===== src/rtl/seq_multiply_pkg.sv =====
// -----------------------------------------------------------------------------
// seq_multiply_pkg
//
// Shared types and helpers for the iterative multiplier.
//   state_e  : controller states (IDLE / BUSY / DONE)
//   MAG_W    : width of the helper datapath used by abs_mag
//   abs_mag  : magnitude of an operand that the caller has already extended
//              to MAG_W bits (sign-extended when signed, zero-extended when not)
// -----------------------------------------------------------------------------
package seq_multiply_pkg;

    // Operands up to 63 bits are supported. The caller extends each operand
    // to this width, so one helper serves both operand widths.
    localparam int unsigned MAG_W = 64;

    typedef enum logic [1:0] {
        IDLE = 2'd0,
        BUSY = 2'd1,
        DONE = 2'd2
    } state_e;

    // Two's-complement magnitude. The most-negative operand yields
    // 2^(W-1), which still fits the unsigned W-bit magnitude after the
    // caller truncates back to the operand width.
    function automatic logic [MAG_W-1:0] abs_mag(
        input logic [MAG_W-1:0] value,
        input logic             is_signed
    );
        if (is_signed && value[MAG_W-1]) begin
            return -value;
        end
        return value;
    endfunction

endpackage


===== src/rtl/seq_multiply.sv =====
// -----------------------------------------------------------------------------
// seq_multiply
//
// Iterative shift-and-add multiplier. The operands are converted to
// magnitudes on accept, one bit of the b-magnitude is retired per clock, and
// the sign is applied on the last iteration. A result takes L2 BUSY cycles.
//
// Parameters
//   L1 : width of operand a (>= 2)
//   L2 : width of operand b and number of iterations (>= 2)
//
// Ports
//   clk        rising-edge clock
//   rst_n      synchronous, active-low reset
//   in_valid   operand pair present
//   in_ready   block can accept operands (decode of IDLE)
//   in1        operand a            [L1-1:0]
//   in2        operand b            [L2-1:0]
//   sgn        1: two's-complement operands, 0: unsigned
//   out_valid  result present (registered)
//   out_ready  consumer takes result
//   out        product              [L1+L2-1:0] (registered, held until the
//              next result is written)
// -----------------------------------------------------------------------------
module seq_multiply
    import seq_multiply_pkg::*;
#(
    parameter int unsigned L1 = 8,
    parameter int unsigned L2 = 8
) (
    input  logic             clk,
    input  logic             rst_n,
    input  logic             in_valid,
    output logic             in_ready,
    input  logic [L1-1:0]    in1,
    input  logic [L2-1:0]    in2,
    input  logic             sgn,
    output logic             out_valid,
    input  logic             out_ready,
    output logic [L1+L2-1:0] out
);

    localparam int unsigned PW = L1 + L2;          // product width
    localparam int unsigned CW = $clog2(L2) + 1;   // iteration counter width

    // ------------------------------------------------------------------
    // State
    // ------------------------------------------------------------------
    state_e          state_q,     state_d;
    logic [L1-1:0]   a_mag_q,     a_mag_d;
    logic [L2-1:0]   b_mag_q,     b_mag_d;
    logic            neg_q,       neg_d;
    logic [PW-1:0]   acc_q,       acc_d;
    logic [CW-1:0]   cnt_q,       cnt_d;
    logic [PW-1:0]   out_q,       out_d;
    logic            out_valid_q, out_valid_d;

    // ------------------------------------------------------------------
    // Operand conditioning
    // ------------------------------------------------------------------
    // Extension is sign-aware only in signed mode; in unsigned mode the
    // zero-extended operand passes through abs_mag unchanged.
    logic [MAG_W-1:0] a_ext;
    logic [MAG_W-1:0] b_ext;

    assign a_ext = {{(MAG_W - L1){sgn & in1[L1-1]}}, in1};
    assign b_ext = {{(MAG_W - L2){sgn & in2[L2-1]}}, in2};

    // ------------------------------------------------------------------
    // Datapath: one partial product per cycle
    // ------------------------------------------------------------------
    logic [PW-1:0] partial;
    logic [PW-1:0] acc_sum;

    // The a-magnitude is shifted by the iteration index rather than kept in
    // a shifting register; the counter already carries that index.
    assign partial = PW'(a_mag_q) << cnt_q;
    assign acc_sum = acc_q + (b_mag_q[0] ? partial : '0);

    // ------------------------------------------------------------------
    // Next-state logic
    // ------------------------------------------------------------------
    always_comb begin
        // NOTE: every signal written here gets a default first, so no path
        // through the case statement can leave one unassigned (no latches).
        state_d     = state_q;
        a_mag_d     = a_mag_q;
        b_mag_d     = b_mag_q;
        neg_d       = neg_q;
        acc_d       = acc_q;
        cnt_d       = cnt_q;
        out_d       = out_q;
        out_valid_d = out_valid_q;

        case (state_q)
            IDLE: begin
                // in_ready is high throughout IDLE, so in_valid alone
                // completes the handshake.
                if (in_valid) begin
                    state_d = BUSY;
                    a_mag_d = L1'(abs_mag(a_ext, sgn));
                    b_mag_d = L2'(abs_mag(b_ext, sgn));
                    neg_d   = sgn & (in1[L1-1] ^ in2[L2-1]);
                    acc_d   = '0;
                    cnt_d   = '0;
                end
            end

            BUSY: begin
                acc_d   = acc_sum;
                b_mag_d = b_mag_q >> 1;
                cnt_d   = cnt_q + CW'(1);
                // Last iteration: publish the sign-corrected product
                // directly so DONE already presents the final value.
                if (cnt_q == CW'(L2 - 1)) begin
                    state_d     = DONE;
                    out_d       = neg_q ? -acc_sum : acc_sum;
                    out_valid_d = 1'b1;
                end
            end

            DONE: begin
                // in_valid is deliberately ignored here, even in the cycle
                // the result is taken.
                if (out_ready) begin
                    state_d     = IDLE;
                    out_valid_d = 1'b0;
                end
            end

            default: begin
                state_d     = IDLE;
                out_valid_d = 1'b0;
            end
        endcase
    end

    // ------------------------------------------------------------------
    // Registers
    // ------------------------------------------------------------------
    always_ff @(posedge clk) begin
        // NOTE: non-blocking assignments only in clocked blocks, so every
        // flop samples its _d value from before the edge.
        if (!rst_n) begin
            // NOTE: the reset is synchronous and covers every flop,
            // including the operand magnitudes; there is no storage array
            // here that would need to stay out of reset.
            state_q     <= IDLE;
            a_mag_q     <= '0;
            b_mag_q     <= '0;
            neg_q       <= 1'b0;
            acc_q       <= '0;
            cnt_q       <= '0;
            out_q       <= '0;
            out_valid_q <= 1'b0;
        end else begin
            state_q     <= state_d;
            a_mag_q     <= a_mag_d;
            b_mag_q     <= b_mag_d;
            neg_q       <= neg_d;
            acc_q       <= acc_d;
            cnt_q       <= cnt_d;
            out_q       <= out_d;
            out_valid_q <= out_valid_d;
        end
    end

    // ------------------------------------------------------------------
    // Outputs: registered or pure state decode
    // ------------------------------------------------------------------
    assign in_ready  = (state_q == IDLE);
    assign out_valid = out_valid_q;
    assign out       = out_q;

endmodule


===== config.mk =====
export PLATFORM = sky130hd
export DESIGN_NAME = seq_multiply
export DESIGN_NICKNAME = d
export VERILOG_FILES = /design/src/rtl/seq_multiply_pkg.sv /design/src/rtl/seq_multiply.sv
export SDC_FILE = /design/constraint.sdc
export NUM_CORES = 1
export LEC_CHECK = 0
export BUFFER_PORTS_ARGS = -buffer_cell sky130_fd_sc_hd__clkbuf_2
export CAP_MARGIN = 0
export CORE_ASPECT_RATIO = 1.4
export CORE_MARGIN = 2
export CORE_UTILIZATION = 50
export CTS_CLUSTER_SIZE = 20
export DETAILED_ROUTE_END_ITERATION = 10
export PLACE_DENSITY = 0.78
export SLEW_MARGIN = 30
export SYNTH_ARGS = -nofsm -noshare
export SYNTH_HDL_FRONTEND = slang
export SYNTH_SLANG_ARGS = --single-unit

===== constraint.sdc =====
create_clock -name clk -period 4.83 [get_ports clk]
set_clock_uncertainty 0.2 [all_clocks]
set_input_delay 0.2415 -clock clk [delete_from_list [all_inputs] [get_ports clk]]
set_output_delay 0.2415 -clock clk [all_outputs]
set_load 0.03 [all_outputs]

Word-level counts from Yosys, hierarchy flattened:

Index checks and enable logic that the tools add are counted.

* bits in registers: 56

* $add $sub $neg: 5
* equality and inequality tests: 6
* shifts and indexed selects: 1
* mux-type cells: 25
* bitwise logic cells: 5
* reductions and logical operators: 9

Operators by type and width (number)
* two-way mux 16 bit: 3
* two-way mux 8 bit: 5
* case mux 16 bit (2 select lines): 1
* adder 16 bit: 1
* negator 16 bit: 1
* negator 8 bit: 2
* case mux 8 bit (2 select lines): 1
* << shifter 8 x 4 -> 16 bit: 1
* two-way mux 1 bit: 8
* case mux 4 bit (2 select lines): 1
* two-way mux 2 bit: 3
* inequality test 2 bit (second input constant): 3
* case mux 2 bit (3 select lines): 1
* AND reduction 2 bit: 3
* AND reduction 3 bit: 2
* adder 4 x 1 -> 4 bit (second input constant): 1
* == test 4 x 3 -> 1 bit (second input constant): 1
* two-way mux 4 bit: 1
* bitwise AND 1 bit: 3
* case mux 1 bit (3 select lines): 1
* == test 2 x 1 -> 1 bit (second input constant): 1
* == test 2 bit (second input constant): 1
* logical AND 1 bit: 2
* logical NOT 2 bit: 1
* 3 further kinds: 3

Logic depth before layout (Yosys ltp):

Gate-level depths: netlist of run 1.

* depth in word-level cells: 8
* mapped depth: 17
* gate-level depth less buffers: 16

Least setup slack after synthesis of run 1:

OpenSTA, ideal clock, no wires.

* kind: reg2reg
* from: register cnt_q[1]
* to: register out_q[11], in the netlist out[11]
* library setup time: 116 ps
* arrival: 3611 ps
* required time: 4514 ps
* setup slack: 902 ps
* stages on the path, launching flop included: 17
* path buffers: 2
* path through: dfxtp_1 > buf_2 > clkbuf_1 > mux2_2 > nand2_1 > o21ai_0 > mux2i_1 > o22ai_1 > and2_1 > ha_1 > nor2b_1 > a221o_1 > or2_4 > or3_1 > o31a_1 > xor2_1 > o211a_1

* word-level cells in the longest chain between the ends: 5

Ends and longest elaborated chain
* start, declared: line seq_multiply.sv:54 `logic [CW-1:0] cnt_q, cnt_d;`
* start signal, assigned: line seq_multiply.sv:162 `cnt_q <= cnt_d;`
* << shifter 8 x 4 -> 16 bit: line seq_multiply.sv:77 `assign partial = PW'(a_mag_q) << cnt_q;`
* two-way mux 16 bit: line seq_multiply.sv:78 `assign acc_sum = acc_q + (b_mag_q[0] ? partial : '0);`
* adder 16 bit: line seq_multiply.sv:78
* negator 16 bit: line seq_multiply.sv:117 `out_d = neg_q ? -acc_sum : acc_sum;`
* two-way mux 16 bit: line seq_multiply.sv:117
* end signal, assigned: line seq_multiply.sv:163 `out_q <= out_d;`
* end, declared: line seq_multiply.sv:55 `logic [PW-1:0] out_q, out_d;`

Several ways; a longest one is shown, not always the timed one.
A chain may end at the register's enable or synchronous reset.

Final worst setup path of run 1:

* from: register cnt_q[1]
* to: register out_q[14], in the netlist out[14]

The elaborated chain is that of the path after synthesis.

==> reports/results.ini, run 1 <==
[outcome]
status = completed

[yosys]
ys_dominant_reg_cell = dfxtp_1
syn_area_um2 = 4023
synth-edff-count = 0
ys_seq_elements = 56
synthArstFlopShare = 0
synth.most_common_cell = a21oi_1
yosysSeqAreaShare = 0.2787
synth_warnings = 0
netlist_instances = 532
synth_top_cell_by_area = dfxtp_1
synth_nets = 573
ys_top_cells_by_area = dfxtp_1 28%, a21oi_1 7.6%, ha_1 5.9%
synth_commonest_cells = 61 x a21oi_1, 60 x nand2_1, 56 x dfxtp_1, 56 x nor2_1, 31 x nand3_1
synth.avg_cell_area_um2 = 7.561
synth_cell_types = 61
synth_top_cell_area_share = 0.2787

[power_and_ir_drop]
pwr-share-seq = 0.500
comb_power_share = 0.162
p_int_mw = 0.6918
leakagePower_nw = 1.763
p_per_area_nw_per_um2 = 221.7
switchingPower_mw = 0.2841
clkPwrFrac = 0.337
finalPower_mw = 0.9758
irDropWorstVdd_v = 0.0001869
switching_share = 0.2911

[layout]
antenna_cells = 0
drive_above_1_share = 0.1315
post-route-util = 0.5645
final_nets = 595
syn2layout_area_growth_pct = 9.425

[global_routing]
grt_pass1_wl_um = 16970
grt_pass1_vias = 3751
antenna_found_initial = 0
track_usage = 0.2416
gr-total-overflow = 0
grt_max_degree = 38

[clock_tree]
cts_root_buf = clkbuf_8
clkLatencyLatePin_ps = 330
cts.sinks = 56
clk_pin_slew_ps = 120
clock_path_buffers = 2
cts_buffers = 5
htreeDepth = 2
cts_tree = done
cts_resized = 0
cts_setup_buffers = 0

[drt]
drc_errors = 0
vias_per_cell = 5.980
dr_total_vias = 3917
drt-total-wl_um = 10190
drt_iter0_drc = 166
postRouteAntennaNets = 0
first_pass_iters = 5
routedWlPerCell_um = 15.55

[flow_run]
cap_viol_max_count = 0

[sta]
fin_setup_tns_ps = 0
worst_slack_ps = 446.8
fin_crit_ps = 4383
rsz0062_at_grt = false
holdWs_ps = 21.91
tightest_slew_ps = 957.2
slew_violations = 0
finalHoldViolCount = 0
max-slew-margin-rel = 0.3603
max_freq_mhz = 228.1
finalSetupViolCount = 0
period_share = 0.9075

[worst_setup_path]
required_ps = 4880
slowest_stage = dfxtp_1
worst-setup-path-type = register to register
cpPeakStageDelay_ps = 620
crit_chain = buf_4, mux2i_1, a21oi_1, nand2_1, o21ai_0, nor2b_1, ha_1, a2111oi_4, o21ai_2, a211o_1, or2_4, nor4_1, nand3_1, mux2i_1, o21a_1
worst-endpoint-arrival_ps = 4430
worst-path-max-fanout = 13
critical_path.startpoint_type = register
crit_path_end_kind = register
cp_common_cell = mux2i_1

[placed_design]
dp_hpwl_um = 7573
portBuffers = 38
place_ws_ps = 461.3
place_congestion = 0.9205

[floorplan]
die_width_um = 79.81
rows = 38
initial_core_util = 0.5159
dieArea_um2 = 8789
die_h_um = 110.1
core_um2 = 7797
num_io_pins = 39

[hold_path]
hp-class = input pin to register

## final timing paths
check / cells after the start / slack (ps) / startpoint / end
max: 15 / 450 / cnt_q[1] / out[14]
min: 3 / 20 / in1[7] / a_mag_q[7]
max reg2reg: 15 / 450 / cnt_q[1] / out[14]
min reg2reg: 2 / 260 / out[2] / out[2]
## registers in the layout (all words and copies together), names as in the netlist
register,flops
acc_q,16
out,16
a_mag_q,8
b_mag_q,8
cnt_q,4
state_q,2
neg_q,1
out_valid,1
## through the flow
stage                     cells  area, um^2
after floorplan             532        4023
after global placement      644        4257
after detailed placement    644        4257
after CTS                   655        4402
after global routing        655        4402
final                       655        4402
## power by group through the flow
stage,combinational [mW],sequential (mW),clock (mW)
2_1_floorplan,0.118,0.492,0
3_3_place_gp,0.153,0.498,0
3_5_place_dp,0.155,0.499,0
4_1_cts,0.158,0.488,0.335
5_1_grt,0.176,0.491,0.351
6_report,0.158,0.488,0.329
## logic make-up (layout without fill, tap and decap cells)
group,Yosys count,count (layout),share of synthesized area
AO/OA/AOI/OAI,151,151,0.2495
buffers and inverters,49,72,0.05039
AND/OR/NAND/NOR,207,207,0.2411
multiplexers,16,16,0.04448
adder cells (fa/ha/maj),20,20,0.06408
flip-flops,56,56,0.2787
XOR/XNOR,33,33,0.07185
## cell usage in the layout, fill, tap and decap left out, drive strengths merged, types with 5 or more instances in the layout
cell     n
a21oi   61
mux2i   10
or3      6
ha      19
nand3   31
mux2     5
o211ai   7
xnor2   14
a211oi  11
a31oi    8
nand2   60
dfxtp   56
nor3    10
and2     6
o21ai   21
xor2    19
clkbuf  43
nand2b   7
nor4     5
buf      8
nor2    56
o31ai    6
a22oi    7
nor2b   10
inv     16
## repair_timing
item | CTS | global route
hold endpoints to repair | 3 | 0
endpoints found under the setup margin | 0 | 0
hold buffers | 3 | 0
## cell type report
| cell class | instances | area (um^2) |
|---|---|---|
| clock buffers | 5 | 68.82 |
| clock inverters | 3 | 46.29 |
| fillers | 746 | 3396 |
| inverters | 15 | 56.30 |
| multi-input cells | 427 | 2704 |
| flip-flops and latches | 56 | 1121 |
| well taps | 100 | 125.1 |
| repair buffers | 49 | 280.3 |
## worst max-delay path: cells and delay by family, from the launching register on
| kind | cells | cell delay (ps) |
|---|---|---|
| buffers and inverters | 1 | 230 |
| AO/OA/AOI/OAI | 6 | 1280 |
| AND/OR/NAND/NOR | 5 | 1110 |
| multiplexers | 2 | 460 |
| flip-flops | 1 | 620 |
| adder cells (fa/ha/maj) | 1 | 400 |
## routing by layer
metal  vias up  part of all wire  track usage  routed length (um)
met4         0             0.051       0.1404                 516
met5         -                 0            0                   0
met3        32             0.032      0.03502                 331
met2        98              0.51       0.4334                5163
li1       1956                 -            -                   -
met1      1831              0.41       0.2702                4173
Note: power is estimated with default switching activity, not from simulation.
==> inputs of run 2 (changes only) <==
==> constraint.sdc (replaced) <==
create_clock -name clk -period 4.83 [get_ports clk]
set_clock_uncertainty 0.2 [all_clocks]
set_input_delay 0.966 -clock clk [delete_from_list [all_inputs] [get_ports clk]]
set_output_delay 0.966 -clock clk [all_outputs]
set_load 0.03 [all_outputs]
==> run 2 against run 1 <==
Flip-flop and latch count is the same. Global-route usage shrank 0.19 points. First-iteration DRC count is 5.4% higher. Die area unchanged. Non-clock buffer count fell by 3. Combinational power barely moved. Power fell by 0.11%. Via count is 1.9% lower. Critical path type unchanged. Largest cell class unchanged. Largest power group unchanged.
==> reports/results.ini, run 2 (synthesized netlist as in run 1, its figures left out) <==
[clock_tree]
clk_pin_slew_ps = 110  ; about the same
cts_root_buf = clkbuf_8
cts.sinks = 56  ; unchanged
cts_tree = done
clkLatencyLatePin_ps = 330  ; about the same
cts_buffers = 5  ; unchanged
cts_resized = 0  ; unchanged
cts_setup_buffers = 0  ; unchanged
clock_path_buffers = 2  ; unchanged
htreeDepth = 2  ; unchanged
ctsHoldBuffers = 0  ; -3

[power_and_ir_drop]
finalPower_mw = 0.9747  ; -0.11%
irDropWorstVdd_v = 0.0001884  ; +0.79%
p_per_area_nw_per_um2 = 223.0  ; +0.57%
leakagePower_nw = 1.751  ; -0.71%

[outcome]
status = completed

[worst_setup_path]
worst-setup-path-type = register to register
worst-path-max-fanout = 13  ; unchanged
worst-endpoint-arrival_ps = 4450  ; +20 ps
path_buf_inv = 1  ; unchanged
critical_path.startpoint_type = register
crit_chain = buf_4, mux2i_1, a21oi_1, nand2_1, o21ai_0, nor2b_1, ha_1, a2111oi_4, o21ai_2, a211o_1, or2_4, nor4_1, nand3_1, mux2i_1, o21a_1
required_ps = 4870  ; about the same
crit_path_end_kind = register
cpPeakStageDelay_ps = 620  ; about the same
slowest_stage = dfxtp_1
cp_common_cell = mux2i_1
critPathTopFamily = compound AO/OA/AOI/OAI gates

[layout]
final_common_cell = a21oi_1
antenna_cells = 0  ; unchanged
drive_above_1_share = 0.1322  ; +0.0007148
layout_common_cells = 61 x a21oi_1, 60 x nand2_1, 56 x nor2_1, 56 x dfxtp_1, 38 x clkbuf_2
final_nets = 592  ; -0.50%
syn2layout_area_growth_pct = 8.678
post-route-util = 0.5607  ; -0.003851

[drt]
postRouteAntennaNets = 0  ; unchanged
drt_iter0_drc = 175  ; +5.4%
vias_per_cell = 5.893  ; -1.5%
routedWlPerCell_um = 15.54  ; about the same
dr_total_vias = 3842  ; -1.9%
drt-total-wl_um = 10140  ; -0.49%
first_pass_iters = 4  ; -1
drc_errors = 0  ; unchanged

[placed_design]
place_congestion = 0.9205  ; unchanged
dp_hpwl_um = 7573  ; unchanged
portBuffers = 38  ; unchanged

[sta]
finalSetupViolCount = 0  ; unchanged
finalHoldViolCount = 0  ; unchanged
max-slew-margin-rel = 0.3680  ; +0.007716
rsz0062_at_grt = false
slew_violations = 0  ; unchanged
holdWs_ps = 262.0  ; +240.1 ps
tightest_slew_ps = 948.0  ; -9.256 ps
fin_crit_ps = 4406  ; +22.48 ps
fin_setup_tns_ps = 0  ; unchanged
max_freq_mhz = 227.0  ; -0.51%
period_share = 0.9122  ; +0.004654

[global_routing]
grt_pass1_wl_um = 16840  ; -0.74%
grt_max_degree = 38  ; unchanged
gr-total-overflow = 0  ; unchanged
grt_pass1_vias = 3716  ; -0.93%
antenna_found_initial = 0  ; unchanged
track_usage = 0.2398  ; -0.001876

[floorplan]
die_h_um = 110.1  ; unchanged
initial_core_util = 0.5159  ; unchanged
rows = 38  ; unchanged
num_io_pins = 39  ; unchanged
die_width_um = 79.81  ; unchanged
core_um2 = 7797  ; unchanged
dieArea_um2 = 8789  ; unchanged

[flow_run]
cap_viol_max_count = 0  ; unchanged

[hold_path]
hp-class = register to register

run 2: cell count changes in the layout (fill, tap and decap cells not counted), sizes merged:
cell / before / now
dlygate4sd3: 3 / 0
run 2: final cells by class:
cell class / count / area [um^2]
Fill cell: 751 / 3426
Multi-Input combinational cell: 427 / 2704
Inverter: 15 / 56.30
Tap cell: 100 / 125.1
Clock inverter: 3 / 46.29
Sequential cell: 56 / 1121
Timing Repair Buffer: 46 / 250.2
Clock buffer: 5 / 68.82
run 2: per-stage QoR:
step / cell area, um^2 / cells / worst slack (ps)
6_report: 4372 / 652 / 424.3
5_1_grt: 4372 / 652 / 70.05
4_1_cts: 4372 / 652 / 464.0
3_5_place_dp: 4257 / 644 / 461.3
3_3_place_gp: 4257 / 644 / 548.1
2_1_floorplan: 4023 / 532 / 902.4
run 2: worst paths after layout:
kind / startpoint / end / slack (ps) / cells past startpoint
worst max register to register: cnt_q[1] / out[14] / 420 / 15
worst min register to register: out[2] / out[2] / 260 / 2
worst max-delay path: cnt_q[1] / out[14] / 420 / 15
worst min-delay path: out[2] / out[2] / 260 / 2
run 2: tightest hold or removal path: cells and delay by family (launching register included):
family	cells	cell delay, ps
simple gates	1	50
flops	1	320
compound gates	1	50
run 2: report_power, final:
part	internal (mW)	switching, mW	leakage (nW)	total, mW
clock	0.158	0.172	0.0600	0.330
sequential	0.474	0.0144	0.454	0.488
combinational	0.0586	0.0978	1.24	0.156
run 2: metal layers:
metal	GRT usage	up-vias	wire, um
met5	0	-	0
met4	0.1368	0	361
met3	0.03502	21	405
met2	0.4292	98	5334
met1	0.2697	1780	4034
li1	-	1943	-
